`config.mk`:
```
export PLATFORM = sky130hd
export DESIGN_NAME = if_id_stage_buffer
export DESIGN_NICKNAME = d
export VERILOG_FILES = /design/src/rtl/if_id_stage_buffer.sv
export SDC_FILE = /design/constraint.sdc
export NUM_CORES = 1
export LEC_CHECK = 0
export ABC_AREA = 1
export CORE_UTILIZATION = 45
export CTS_BUF_LIST = sky130_fd_sc_hd__clkbuf_4 sky130_fd_sc_hd__clkbuf_8
export DETAILED_ROUTE_END_ITERATION = 10
export HOLD_SLACK_MARGIN = 0.15
export PLACE_DENSITY_LB_ADDON = 0.15
export SLEW_MARGIN = 20
export SYNTH_ARGS = -nofsm -noshare
export SYNTH_HDL_FRONTEND = slang
export SYNTH_SLANG_ARGS = --single-unit
export TNS_END_PERCENT = 10
```
`constraint.sdc`:
```
create_clock -name CLK -period 2.28 [get_ports CLK]
set_input_delay 0.456 -clock CLK [delete_from_list [all_inputs] [get_ports CLK]]
set_output_delay 0.456 -clock CLK [all_outputs]
set_load 0.02 [all_outputs]
```
`src/rtl/if_id_stage_buffer.sv`:
```
// IF/ID stage buffer: carries instruction + PC+4 from fetch to decode under valid/ready, with flush.
// Define IF_ID_SKID_EN to add a second (skid) entry so that IN_READY comes from a register.
module if_id_stage_buffer #(
    parameter int                 INSTR_W   = 32,
    parameter int                 PC_W      = 32,
    parameter logic [INSTR_W-1:0] NOP_INSTR = 32'h00000013
) (
    input  logic               CLK,
    input  logic               RESET,
    input  logic               IN_VALID,
    output logic               IN_READY,
    input  logic [INSTR_W-1:0] IN_INSTR,
    input  logic [PC_W-1:0]    IN_PC4,
    input  logic               FLUSH,
    output logic               OUT_VALID,
    input  logic               OUT_READY,
    output logic [INSTR_W-1:0] OUT_INSTR,
    output logic [PC_W-1:0]    OUT_PC4,
    output logic [1:0]         OCCUPANCY
);

    logic               mainValid_q, mainValid_d;
    logic [INSTR_W-1:0] mainInstr_q, mainInstr_d;
    logic [PC_W-1:0]    mainPc4_q, mainPc4_d;
    logic               accept;
    logic               retire;
    logic               mainLoad;

    assign accept   = IN_VALID && IN_READY;
    assign retire   = mainValid_q && OUT_READY;
    assign mainLoad = !mainValid_q || retire;

`ifdef IF_ID_SKID_EN
    logic               skidValid_q, skidValid_d;
    logic [INSTR_W-1:0] skidInstr_q, skidInstr_d;
    logic [PC_W-1:0]    skidPc4_q, skidPc4_d;

    // Ready depends only on stored state, so decode stalls never ripple combinationally into fetch.
    assign IN_READY  = !skidValid_q && !RESET;
    assign OCCUPANCY = {skidValid_q, mainValid_q && !skidValid_q};

    always_comb begin
        mainValid_d = mainValid_q;
        mainInstr_d = mainInstr_q;
        mainPc4_d   = mainPc4_q;
        skidValid_d = skidValid_q;
        skidInstr_d = skidInstr_q;
        skidPc4_d   = skidPc4_q;
        if (FLUSH) begin
            mainValid_d = 1'b0;
            skidValid_d = 1'b0;
        end else if (mainLoad) begin
            if (skidValid_q) begin
                mainValid_d = 1'b1;
                mainInstr_d = skidInstr_q;
                mainPc4_d   = skidPc4_q;
                skidValid_d = 1'b0;
            end else begin
                mainValid_d = accept;
                if (accept) begin
                    mainInstr_d = IN_INSTR;
                    mainPc4_d   = IN_PC4;
                end
            end
        end else if (accept) begin
            skidValid_d = 1'b1;
            skidInstr_d = IN_INSTR;
            skidPc4_d   = IN_PC4;
        end
    end

    always_ff @(posedge CLK) begin
        if (RESET) begin
            skidValid_q <= 1'b0;
            skidInstr_q <= '0;
            skidPc4_q   <= '0;
        end else begin
            skidValid_q <= skidValid_d;
            skidInstr_q <= skidInstr_d;
            skidPc4_q   <= skidPc4_d;
        end
    end
`else
    assign IN_READY  = !RESET && (!mainValid_q || OUT_READY);
    assign OCCUPANCY = {1'b0, mainValid_q};

    always_comb begin
        mainValid_d = mainValid_q;
        mainInstr_d = mainInstr_q;
        mainPc4_d   = mainPc4_q;
        if (FLUSH) begin
            mainValid_d = 1'b0;
        end else if (mainLoad) begin
            mainValid_d = accept;
            if (accept) begin
                mainInstr_d = IN_INSTR;
                mainPc4_d   = IN_PC4;
            end
        end
    end
`endif

    always_ff @(posedge CLK) begin
        if (RESET) begin
            mainValid_q <= 1'b0;
            mainInstr_q <= NOP_INSTR;
            mainPc4_q   <= '0;
        end else begin
            mainValid_q <= mainValid_d;
            mainInstr_q <= mainInstr_d;
            mainPc4_q   <= mainPc4_d;
        end
    end

    // An empty main entry presents a bubble; PC+4 deliberately keeps its last value.
    assign OUT_VALID = mainValid_q;
    assign OUT_INSTR = mainValid_q ? mainInstr_q : NOP_INSTR;
    assign OUT_PC4   = mainPc4_q;

endmodule
```
==> results.txt <==
status -> finished clean
Die W -> 91.39 um
DIE HEIGHT -> 91.39 um
filler cell count -> 681
FF+latch area -> 1301 um^2
Final Max Slew Viols -> 0
Pleak -> 0.002867 uW
min Tclk post-route -> 2.162 ns
multi-input logic area -> 1280 um^2
grt ovf -> 0
synth unique cells -> 16
crit-path max FO -> 3
max incr delay on CP -> 0.61 ns
most frequent CP cell -> clkdlybuf4s50_1
hold_ws -> 0.4617 ns
kind of critical path -> primary input to output port
synth warn -> 0
H-tree depth -> 3
Worst Setup Start Kind -> primary input
Synth Register Bits -> 65
number of global-route vias before repair -> 3,464
Post-DP HPWL -> 5603 um
clk slew on worst S/H paths -> 0.07 ns
sequential-to-total area share from yosys stat -> 0.3619
worst-path cell chain -> clkdlybuf4s50_1 -> inv_1 -> a21oi_1 -> clkdlybuf4s50_1
RSZ-0062 raised after global routing -> false
Crit. End Element -> output port
Root Buffer -> clkbuf_8
Area contributors post-synth -> dfxtp_1 (36%), inv_1 (22%), nand2_1 (16%)
CTS tree -> yes
share of cells above drive strength 1 -> 0.04093
PortBufs -> 135
Post-Synthesis Cells -> 613
post-synthesis cell area -> 3596 um^2
largest net degree at the start of global routing -> 66
CP required -> 1.82 ns
total die area -> 8352 um^2
Area after DPL -> 4962 um^2
final hold vios -> 0
DRC errors left -> 0
post-route clock skew -> 0.004868 ns
RD Place Congestion -> 0.7278
critical path arrival -> 1.71 ns
slowest CP cell -> clkdlybuf4s50_1
worst hold-check path type -> flop to flop
Final period util -> 0.9484
initial core utilization -> 0.4653
post-CTS setup-driven buffer insertion count -> 0
Total Nets Final -> 798
crit-path leading delay family -> buffers and inverters
fin area -> 5180 um^2
Antenna Cells -> 0
CTS buffer count -> 9
Synth Net Count -> 682
Worst Path Buf+Inv -> 3
Core Region -> 7727 um^2
maxcap violations -> 0
first-pass GRT wire length -> 14,970 um
Area Growth Syn to Fin -> 44.05%
io pins -> 137
Peak VDD IR -> 0.2667 mV
Via Count -> 3,724
cell taking the most area after synthesis -> dfxtp_1
Layout Utilization -> 0.6703
post-route setup TNS -> 0 ns
Yosys top cell area share -> 0.3619
final setup fails -> 0
drt wl/cell -> 10.64 um
Post-DRT Antenna Nets -> 0
initial antenna violation count -> 0
via/cell ratio -> 4.460
Tot GR Track Use -> 0.2212
Clock Latency Late Sink -> 0.33 ns
clock sinks -> 65
CTS Buffer Depth -> 2
hold_buf cts -> 0
relative slew slack -> 0.5419
placement row count -> 32
Syn Area/Cell -> 5.866 um^2
pwr dens -> 540.9 nW/um^2
Least-Margin Pin Slew -> 0.6872 ns
drt first pass iters -> 4
post-CTS sizing -> 0
Fmax -> 0.4625 GHz
WL final -> 8883 um
1st-iter DRT viols -> 138
-- placed cells by master, fill, tap and decap left out, drive strengths merged --
master	instances
inv	217
nand2	158
clkdlybuf4s50	134
nor2	62
dfxtp	65
clkinv	1
nand4	64
bufinv	1
conb	1
buf	10
nand3	4
clkbuf	13
nor3	1
a21oi	2
-- metal layers --
layer  share of wire  track usage  up-vias
li1                -            -     1954
met1            0.44       0.2538     1638
met2            0.48       0.3985      120
met3           0.065      0.04606       12
met4           0.015      0.08598        0
met5               0            0        -
-- worst reg2reg max path: cells and delay by family, from the launching register on --
kind,cells,cell delay [ns]
buf+inv,3,0.88
flops,1,0.35
simple gates,4,0.38
-- sequential cells by signal, indices dropped and copies added, names as in the netlist --
register     count
OUT_PC4         32
mainInstr_q     32
OUT_VALID        1
-- cell type report --
cell class,count,share of cell area
multi-input combinational,292,0.2471
sequential,65,0.2512
clock buffer,13,0.03454
inverter,217,0.1572
timing repair buffer,144,0.2785
clock inverter,2,0.006763
tap,102,0.02464
-- metrics by stage --
step	worst slack (ns)	power, uW	instances
6_report	0.1178	2802	835
3_5_place_dp	0.1204	1788	820
5_1_grt	0.02907	2941	835
2_1_floorplan	0.7190	1547	613
4_1_cts	0.04467	2833	835
3_3_place_gp	0.1213	1776	820
-- cells in the mapped netlist --
cell type,count
inv_1,215
nand2_1,158
dfxtp_1,65
nand4_1,64
nor2_1,61
buf_2,19
buf_4,10
buf_1,5
clkbuf_1,5
nand3_1,3
a21oi_1,2
inv_2,2
conb_1,1
nand3_2,1
nor2_2,1
nor3_1,1
-- path summary, 6_finish.rpt --
| kind | endpoint | from | cells after the start | slack [ns] |
|---|---|---|---|---|
| setup / recovery | IN_READY | OUT_READY | 4 | 0.12 |
| hold / removal | mainInstr_q[0] | mainInstr_q[0] | 2 | 0.46 |
| setup reg to reg | OUT_PC4[31] | OUT_VALID | 7 | 0.57 |
| hold reg to reg | mainInstr_q[0] | mainInstr_q[0] | 2 | 0.46 |
-- power breakdown --
group          switching (uW)  internal [uW]
clock network             420            617
registers                30.3           1200
logic                     277            261
total                     728           2070
-- cells by family (layout without fill, tap and decap cells) --
family          after synthesis  count (layout)  synth area share
other cells                   1               1          0.001043
buf+inv                     256             376            0.2843
compound gates                2               2          0.002784
simple gates                289             289            0.3500
flops                        65              65            0.3619
Power figures use the tool's default switching activity.
